**src/rtl/partial_sums_distributor_mf.sv**
```systemverilog
// partial_sums_distributor_mf
//   Multi-frame partial-sums distributor for a semi-parallel SC decoder.
//   Converts scheduler indices (bit/stage/exe) into a one-hot partial-sum
//   select vector, per-PE lane selects and a PSN update enable, through a
//   PIPE-deep valid pipeline. Also generates one PSN reset pulse per frame.
//
// Ports
//   clk, rst            clock (rising edge), async active-high reset
//   start, frame_id     new-frame request for frame_id (masked by decoder_busy)
//   decoder_busy        decoder mid-frame
//   in_valid            bit_index/stage_index/exe_index valid this cycle
//   psn_rst[FRAMES]     registered single-cycle per-frame PSN reset
//   psn_en              out_valid of a stage-0 sample
//   out_valid/out_frame sample valid / its frame
//   distribute_vector   one-hot select, 1 << ((bit - used) mod 2**N_LOG)
//   lane_sel            lane k at [k*N_LOG +: N_LOG] = used + k
//   err_underflow       bit_index < used for the current valid sample
module partial_sums_distributor_mf #(
  parameter int N_LOG  = 3,
  parameter int P_LOG  = 1,
  parameter int FRAMES = 1,
  parameter int PIPE   = 2,
  localparam int FW = (FRAMES > 1) ? $clog2(FRAMES) : 1,
  localparam int SW = (N_LOG > 1) ? $clog2(N_LOG) : 1,
  localparam int EW = N_LOG - P_LOG,
  localparam int NV = 1 << N_LOG,
  localparam int NL = 1 << P_LOG,
  localparam int LW = NL * N_LOG
) (
  input  logic          clk,
  input  logic          rst,
  input  logic          start,
  input  logic [FW-1:0] frame_id,
  input  logic          decoder_busy,
  input  logic          in_valid,
  input  logic [N_LOG-1:0] bit_index,
  input  logic [SW-1:0] stage_index,
  input  logic [EW-1:0] exe_index,
  output logic [FRAMES-1:0] psn_rst,
  output logic          psn_en,
  output logic          out_valid,
  output logic [FW-1:0] out_frame,
  output logic [NV-1:0] distribute_vector,
  output logic [LW-1:0] lane_sel,
  output logic          err_underflow
);

  // vld_pipe_q[1] is the index stage, vld_pipe_q[PIPE] drives out_valid
  logic [PIPE:1] vld_pipe_q, vld_pipe_d;

  // stage 1: registered indices
  logic [N_LOG-1:0] bit_q, bit_d;
  logic [SW-1:0]    st_q, st_d;
  logic [EW-1:0]    exe_q, exe_d;
  logic [FW-1:0]    frm1_q, frm1_d;

  // stages 2..PIPE: results; only loaded by a valid sample so bubbles hold
  logic [PIPE:2][NV-1:0] vec_q, vec_d;
  logic [PIPE:2][LW-1:0] lane_q, lane_d;
  logic [PIPE:2][FW-1:0] frm_q, frm_d;
  logic [PIPE:2]         err_q, err_d, s0_q, s0_d;

  logic [FRAMES-1:0] psn_rst_q, psn_rst_d;

  // result computation from stage 1
  logic [N_LOG-1:0] used_c, off_c;
  logic [NV-1:0]    vec_c;
  logic [LW-1:0]    lane_c;
  logic             err_c;

  always_comb begin
    if (32'(st_q) >= P_LOG) used_c = N_LOG'(exe_q) << P_LOG;
    else                    used_c = N_LOG'(1) << st_q;
    off_c = bit_q - used_c;      // wraps mod 2**N_LOG
    vec_c = NV'(1) << off_c;
    err_c = bit_q < used_c;
  end

  for (genvar k = 0; k < NL; k++) begin : g_lane
    assign lane_c[k*N_LOG +: N_LOG] = used_c + N_LOG'(k);
  end

  always_comb begin
    vld_pipe_d = {vld_pipe_q[PIPE-1:1], in_valid};

    bit_d  = bit_q;
    st_d   = st_q;
    exe_d  = exe_q;
    frm1_d = frm1_q;
    if (in_valid) begin
      bit_d  = bit_index;
      st_d   = stage_index;
      exe_d  = exe_index;
      frm1_d = frame_id;
    end

    vec_d  = vec_q;
    lane_d = lane_q;
    frm_d  = frm_q;
    err_d  = err_q;
    s0_d   = s0_q;
    if (vld_pipe_q[1]) begin
      vec_d[2]  = vec_c;
      lane_d[2] = lane_c;
      frm_d[2]  = frm1_q;
      err_d[2]  = err_c;
      s0_d[2]   = (st_q == '0);
    end
    for (int i = 3; i <= PIPE; i++) begin
      if (vld_pipe_q[i-1]) begin
        vec_d[i]  = vec_q[i-1];
        lane_d[i] = lane_q[i-1];
        frm_d[i]  = frm_q[i-1];
        err_d[i]  = err_q[i-1];
        s0_d[i]   = s0_q[i-1];
      end
    end

    for (int f = 0; f < FRAMES; f++)
      psn_rst_d[f] = start & ~decoder_busy & (frame_id == FW'(f));
  end

  always_ff @(posedge clk or posedge rst) begin
    if (rst) begin
      vld_pipe_q <= '0;
      bit_q      <= '0;
      st_q       <= '0;
      exe_q      <= '0;
      frm1_q     <= '0;
      vec_q      <= '0;
      lane_q     <= '0;
      frm_q      <= '0;
      err_q      <= '0;
      s0_q       <= '0;
      psn_rst_q  <= '1;
    end else begin
      vld_pipe_q <= vld_pipe_d;
      bit_q      <= bit_d;
      st_q       <= st_d;
      exe_q      <= exe_d;
      frm1_q     <= frm1_d;
      vec_q      <= vec_d;
      lane_q     <= lane_d;
      frm_q      <= frm_d;
      err_q      <= err_d;
      s0_q       <= s0_d;
      psn_rst_q  <= psn_rst_d;
    end
  end

  assign psn_rst           = psn_rst_q;
  assign out_valid         = vld_pipe_q[PIPE];
  assign psn_en            = vld_pipe_q[PIPE] & s0_q[PIPE];
  assign err_underflow     = vld_pipe_q[PIPE] & err_q[PIPE];
  assign out_frame         = frm_q[PIPE];
  assign distribute_vector = vec_q[PIPE];
  assign lane_sel          = lane_q[PIPE];

endmodule

```
**config.mk**
```make
export PLATFORM = sky130hd
export DESIGN_NAME = partial_sums_distributor_mf
export DESIGN_NICKNAME = d
export VERILOG_FILES = /design/src/rtl/partial_sums_distributor_mf.sv
export SDC_FILE = /design/constraint.sdc
export NUM_CORES = 1
export LEC_CHECK = 0
export ABC_AREA = 1
export CAP_MARGIN = 20
export CORE_AREA = 5 5 63 65
export CTS_CLUSTER_SIZE = 20
export DETAILED_ROUTE_END_ITERATION = 10
export DIE_AREA = 0 0 68 70
export GPL_TIMING_DRIVEN = 0
export PLACE_DENSITY = 0.67
export SYNTH_ARGS = -nofsm -noshare
export SYNTH_HDL_FRONTEND = slang
export SYNTH_SLANG_ARGS = --single-unit
```
**constraint.sdc**
```tcl
create_clock -name clk -period 3.5 [get_ports clk]
set_input_delay 0.7 -clock clk [delete_from_list [all_inputs] [get_ports clk]]
set_output_delay 0.7 -clock clk [all_outputs]
set_load 0.02 [all_outputs]
```
[Yosys cells after proc, flatten, opt, wreduce, memory -nomap -nowiden]
Cells that the tools add are included.
Word-level totals
  register bits: 28
  bits of input ports: 13
  output and inout bits: 19
  logic and storage cells: 25
Operators by class
  add/subtract/negate cells: 2
  order comparisons: 2
  shift operators: 2
  muxes and demuxes: 1
  bitwise operators: 6
  reductions and logical operators: 1
Operator list (number)
  $shl 1x3->8 const A: 1
  $and 1x1->1: 4
  $add 3x1->3 const B: 1
  $lt 3x3->1: 1
  $mux 3: 1
  $shl 1x2->3 const A: 1
  $sub 3x3->3: 1
  $ge 2x1->1 const B: 1
  $logic_not 2->1: 1
  $not 1->1: 2

[Depth between registers and ports, before layout]
Gate-level depths: netlist of the first run.
  depth after elaboration: 4
  mapped depth: 10
  gate-level depth less buffers: 10

[Worst setup path after synthesis of the first run]
No wires, ideal clock.
  path kind: register -> register
  from: register st_q[1]
  to: register vec_q (netlist bit distribute_vector[1])
  setup time: 0.065 ns
  data arrival time: 1.496 ns
  data required time: 3.435 ns
  setup slack: 1.939 ns
  stages on the path, launching flop included: 10
  buffers on the path: 0
  period minus slack after synthesis: 1.561 ns
  cell sequence: dfrtp_1 > inv_1 > nand2_1 > inv_1 > ha_1 > fa_1 > nand2_1 > nor2_1 > nand2_1 > nand2_1
On the way
  cells in the longest elaborated chain, start to end: 4
  elaborated cells between the ends (all ways): 5
  classes of those cells: 1 x add/sub; 1 x order compare; 2 x shift; 1 x mux
Ends and longest elaborated chain
  from (decl): line 53  | logic [SW-1:0] st_q, st_d;
  from (signal assigned): line 139  | st_q <= st_d;
  $ge 2x1->1 or $shl 1x2->3 (tied branches): line 72, 73
  $mux 3 *: line 72  | if (32'(st_q) >= P_LOG) used_c = N_LOG'(exe_q) << P_LOG;
  via lane_c[0]: line 68  | logic [LW-1:0] lane_c;
  $sub 3x3->3 *: line 74  | off_c = bit_q - used_c;
  $shl 1x3->8 *: line 75  | vec_c = NV'(1) << off_c;
  to (signal assigned): line 142  | vec_q <= vec_d;
  to (decl): line 58  | logic [PIPE:2][NV-1:0] vec_q, vec_d;
Mark *: on every way through the listed nets, which the timed path passes. The rest lies on a longest branch.
A chain may end at the register's enable or synchronous reset.

[Final worst setup path of the first run]
  from: register psn_rst_q, in the netlist psn_rst
  to: output psn_rst
RTL lines
  from (decl): line 63  | logic [FRAMES-1:0] psn_rst_q, psn_rst_d;
  from (signal assigned): line 147  | psn_rst_q <= psn_rst_d;
  to (decl): line 39  | output logic [FRAMES-1:0] psn_rst,
No word-level cell between the ends.

==> out/qor.csv, run 1 <==
metric,value,unit
Core Region,3280,sq um
CP max FO,1,
Worst setup EP type,primary output,
status,"complete, no violations",
Layout Nets,193,
Mapped Cells,138,
First DRT Iteration DRCs,50,
number of global-route vias before repair,990,
Final Hold Vio Count,0,
hold_buf cts,0,
Finished Cell Area,1630,sq um
die area,4760,sq um
# Max-Cap Violations,0,
CP Data Arrival Time,1450,ps
DR vias/cell,4.40,
dpl ws,1530,ps
first-pass GRT wire length,4240,um
crit start category,flop,
fraction of layout cells with a size suffix above 1,5.17,%
CTS Buffer Depth,2,
Final Worst Setup Slack,1350,ps
H-tree Lvls,1,
Bufs and invs on worst path,1,
sequential area share after synthesis,58.0,%
Worst path top cell family by delay,buffers and inverters,
period utilization,61.4,%
ant diodes,0,
Yosys Warn Count,0,
CTS Buf Count,3,
Starting Density,36.8,%
delay of the slowest cell on the worst path,590,ps
Worst-path clk slew,150,ps
IO Pins,32,
post-synth cell types,17,
syn nets,156,
worst min-delay path class,flop to flop,
Finished Layout Cells,220,
worst hold start,vld_pipe_q[1]$_DFF_PP0_,
Resize count post-CTS,0,
f_max,0.465,GHz
clock root buffer master,clkbuf_4,
Setup Viol. Count Final,0,
Clock Latency Late Sink,330,ps
Post-CTS Setup Bufs,0,
initial antenna violation count,0,
Post-DP HPWL,1930,um
GRT overflow,0,
clock sinks,28,
Area Growth Syn to Fin,34.8,%
relative slew slack,82.4,%
power per cell area,462,nW/um^2
global placer's final weighted congestion,0.874,
Buffers on Ports,31,
Least-Margin Pin Slew,263,ps
RSZ-0062 raised after global routing,false,
critical path class,flop to primary output,
Critical Path RT,2800,ps
Global Route Usage Sum,11.4,%
Final Critical Period,2150,ps
Routed Antenna Nets,0,
RR Startpoint,st_q[1]$_DFFE_PP0P_,
TritonRoute pass-1 iters,4,
DP Cell Count,215,
final hold slack,475,ps
Vias,969,
register bit count reported by yosys,28,
CP cell instances,clkdlybuf4s50_1,
Peak supply drop,0.000110,V
largest net degree at the start of global routing,29,
synthesized area,1210,sq um
Worst Setup SP,psn_rst$_DFF_PP1_,
TritonCTS clock tree,built,
Avg WL per Cell,11.3,um
Post-Synthesis Mean Instance Area,8.77,sq um
DRC,0,
Area after DPL,1580,sq um
CP max-delay cell,clkdlybuf4s50_1,
leakage,0.000826,uW
final WL,2480,um
Die Height,70,um
row count,21,
setup_tns,0,ps
die width,68,um
number of max-slew violations in the final report,0,
clk_skew,9.09,ps
-- cell families after synthesis --
| logic type | count (synthesis) | share of synthesized area, % |
|---|---|---|
| adders and majority gates | 5 | 5.79 |
| and+or+nand+nor | 66 | 21.5 |
| DFF | 28 | 58.0 |
| buffers and inverters | 24 | 8.48 |
| AOI/OAI and AO/OA | 15 | 6.20 |
-- placed cells by master (no fill, tap or decap) --
cell,n
clkbuf_1,1
buf_2,1
clkdlybuf4s50_1,31
ha_1,4
dfrtp_1,27
buf_16,1
fa_1,1
nand3_1,5
o21ai_1,5
nand4_1,1
o21ai_0,9
nor3b_1,1
nor2_1,7
dfstp_2,1
inv_1,20
nand2_1,52
buf_4,1
buf_6,1
inv_2,1
a21oi_1,1
clkbuf_4,3
-- final timing paths --
kind                                                         end  slack (ps)  cells past startpoint
max in group asynchronous                      psn_rst$_DFF_PP1_        2470                      3
worst max-delay path                                     psn_rst        1350                      1
worst max register to register  distribute_vector[4]$_DFFE_PP0P_        1750                      9
worst min register to register           vld_pipe_q[2]$_DFF_PP0_         480                      0
worst min-delay path                     vld_pipe_q[2]$_DFF_PP0_         480                      0
min in group asynchronous                  out_frame$_DFFE_PP0P_         580                      2
-- state kept, by name, indices dropped and copies added (netlist names) --
signal / flops
lane_sel: 6
vld_pipe_q: 2
err_q: 1
out_frame: 1
psn_rst: 1
st_q: 2
bit_q: 3
frm1_q: 1
s0_q: 1
exe_q: 2
distribute_vector: 8
-- stage by stage --
stage	util, %	total power, uW
finish	49.7	754
CTS	48.8	760
global route	49.7	802
global placement	48.0	616
detailed placement	48.0	624
floorplan	-	519
-- cells in the mapped netlist, drive strengths merged --
library cell | instances | share of area [%]
nor3b | 1 | 0.62
buf | 3 | 2.0
nand2 | 52 | 16
ha | 4 | 4.1
dfstp | 1 | 2.2
o21ai | 14 | 5.8
a21oi | 1 | 0.41
fa | 1 | 1.7
inv | 21 | 6.5
nor2 | 7 | 2.2
nand3 | 5 | 2.1
dfrtp | 27 | 56
nand4 | 1 | 0.52
-- final cells by class --
cell class / instances / area [sq um]
clock buffers: 4 / 26.3
well taps: 46 / 57.6
flip-flops and latches: 28 / 702
plain buffers: 3 / 23.8
fillers: 339 / 1650
repair buffers: 32 / 338
inverters: 21 / 78.8
multi-input cells: 86 / 405
-- where the power goes --
part           total, uW  internal [uW]  switching, uW
registers            387            365           21.8
clock network        136           44.7           91.4
logic                231            105            126
total                754            514            240
-- metal layers --
metal	GRT usage [%]	share of wire, %	vias up	wire length, um
li1	-	-	492	-
met1	13.6	46	454	1130
met2	19.5	50	20	1240
met3	1.92	3.5	3	87
met4	4.86	0.89	0	22
met5	0	0	-	0
(Power assumes the default switching activity.)
==> run 2: changes to the inputs <==
==> constraint.sdc (replaced) <==
create_clock -name clk -period 2.2 [get_ports clk]
set_input_delay 0.44 -clock clk [delete_from_list [all_inputs] [get_ports clk]]
set_output_delay 0.44 -clock clk [all_outputs]
set_load 0.02 [all_outputs]
==> results of run 2 <==
The final DEF is identical to that of run 1. Status: complete, no violations.
Main changes from that run: setup slack after placement 1530 ps -> 463 ps; clock-pin slew on the worst setup and hold paths 150 ps -> 130 ps; setup slack after layout 1350 ps -> 311 ps; hold slack 475 ps -> 317 ps; register-to-register setup slack 1750 ps -> 450 ps; total power 754 uW -> 1200 uW; worst IR drop on VDD 0.000110 V -> 0.000175 V
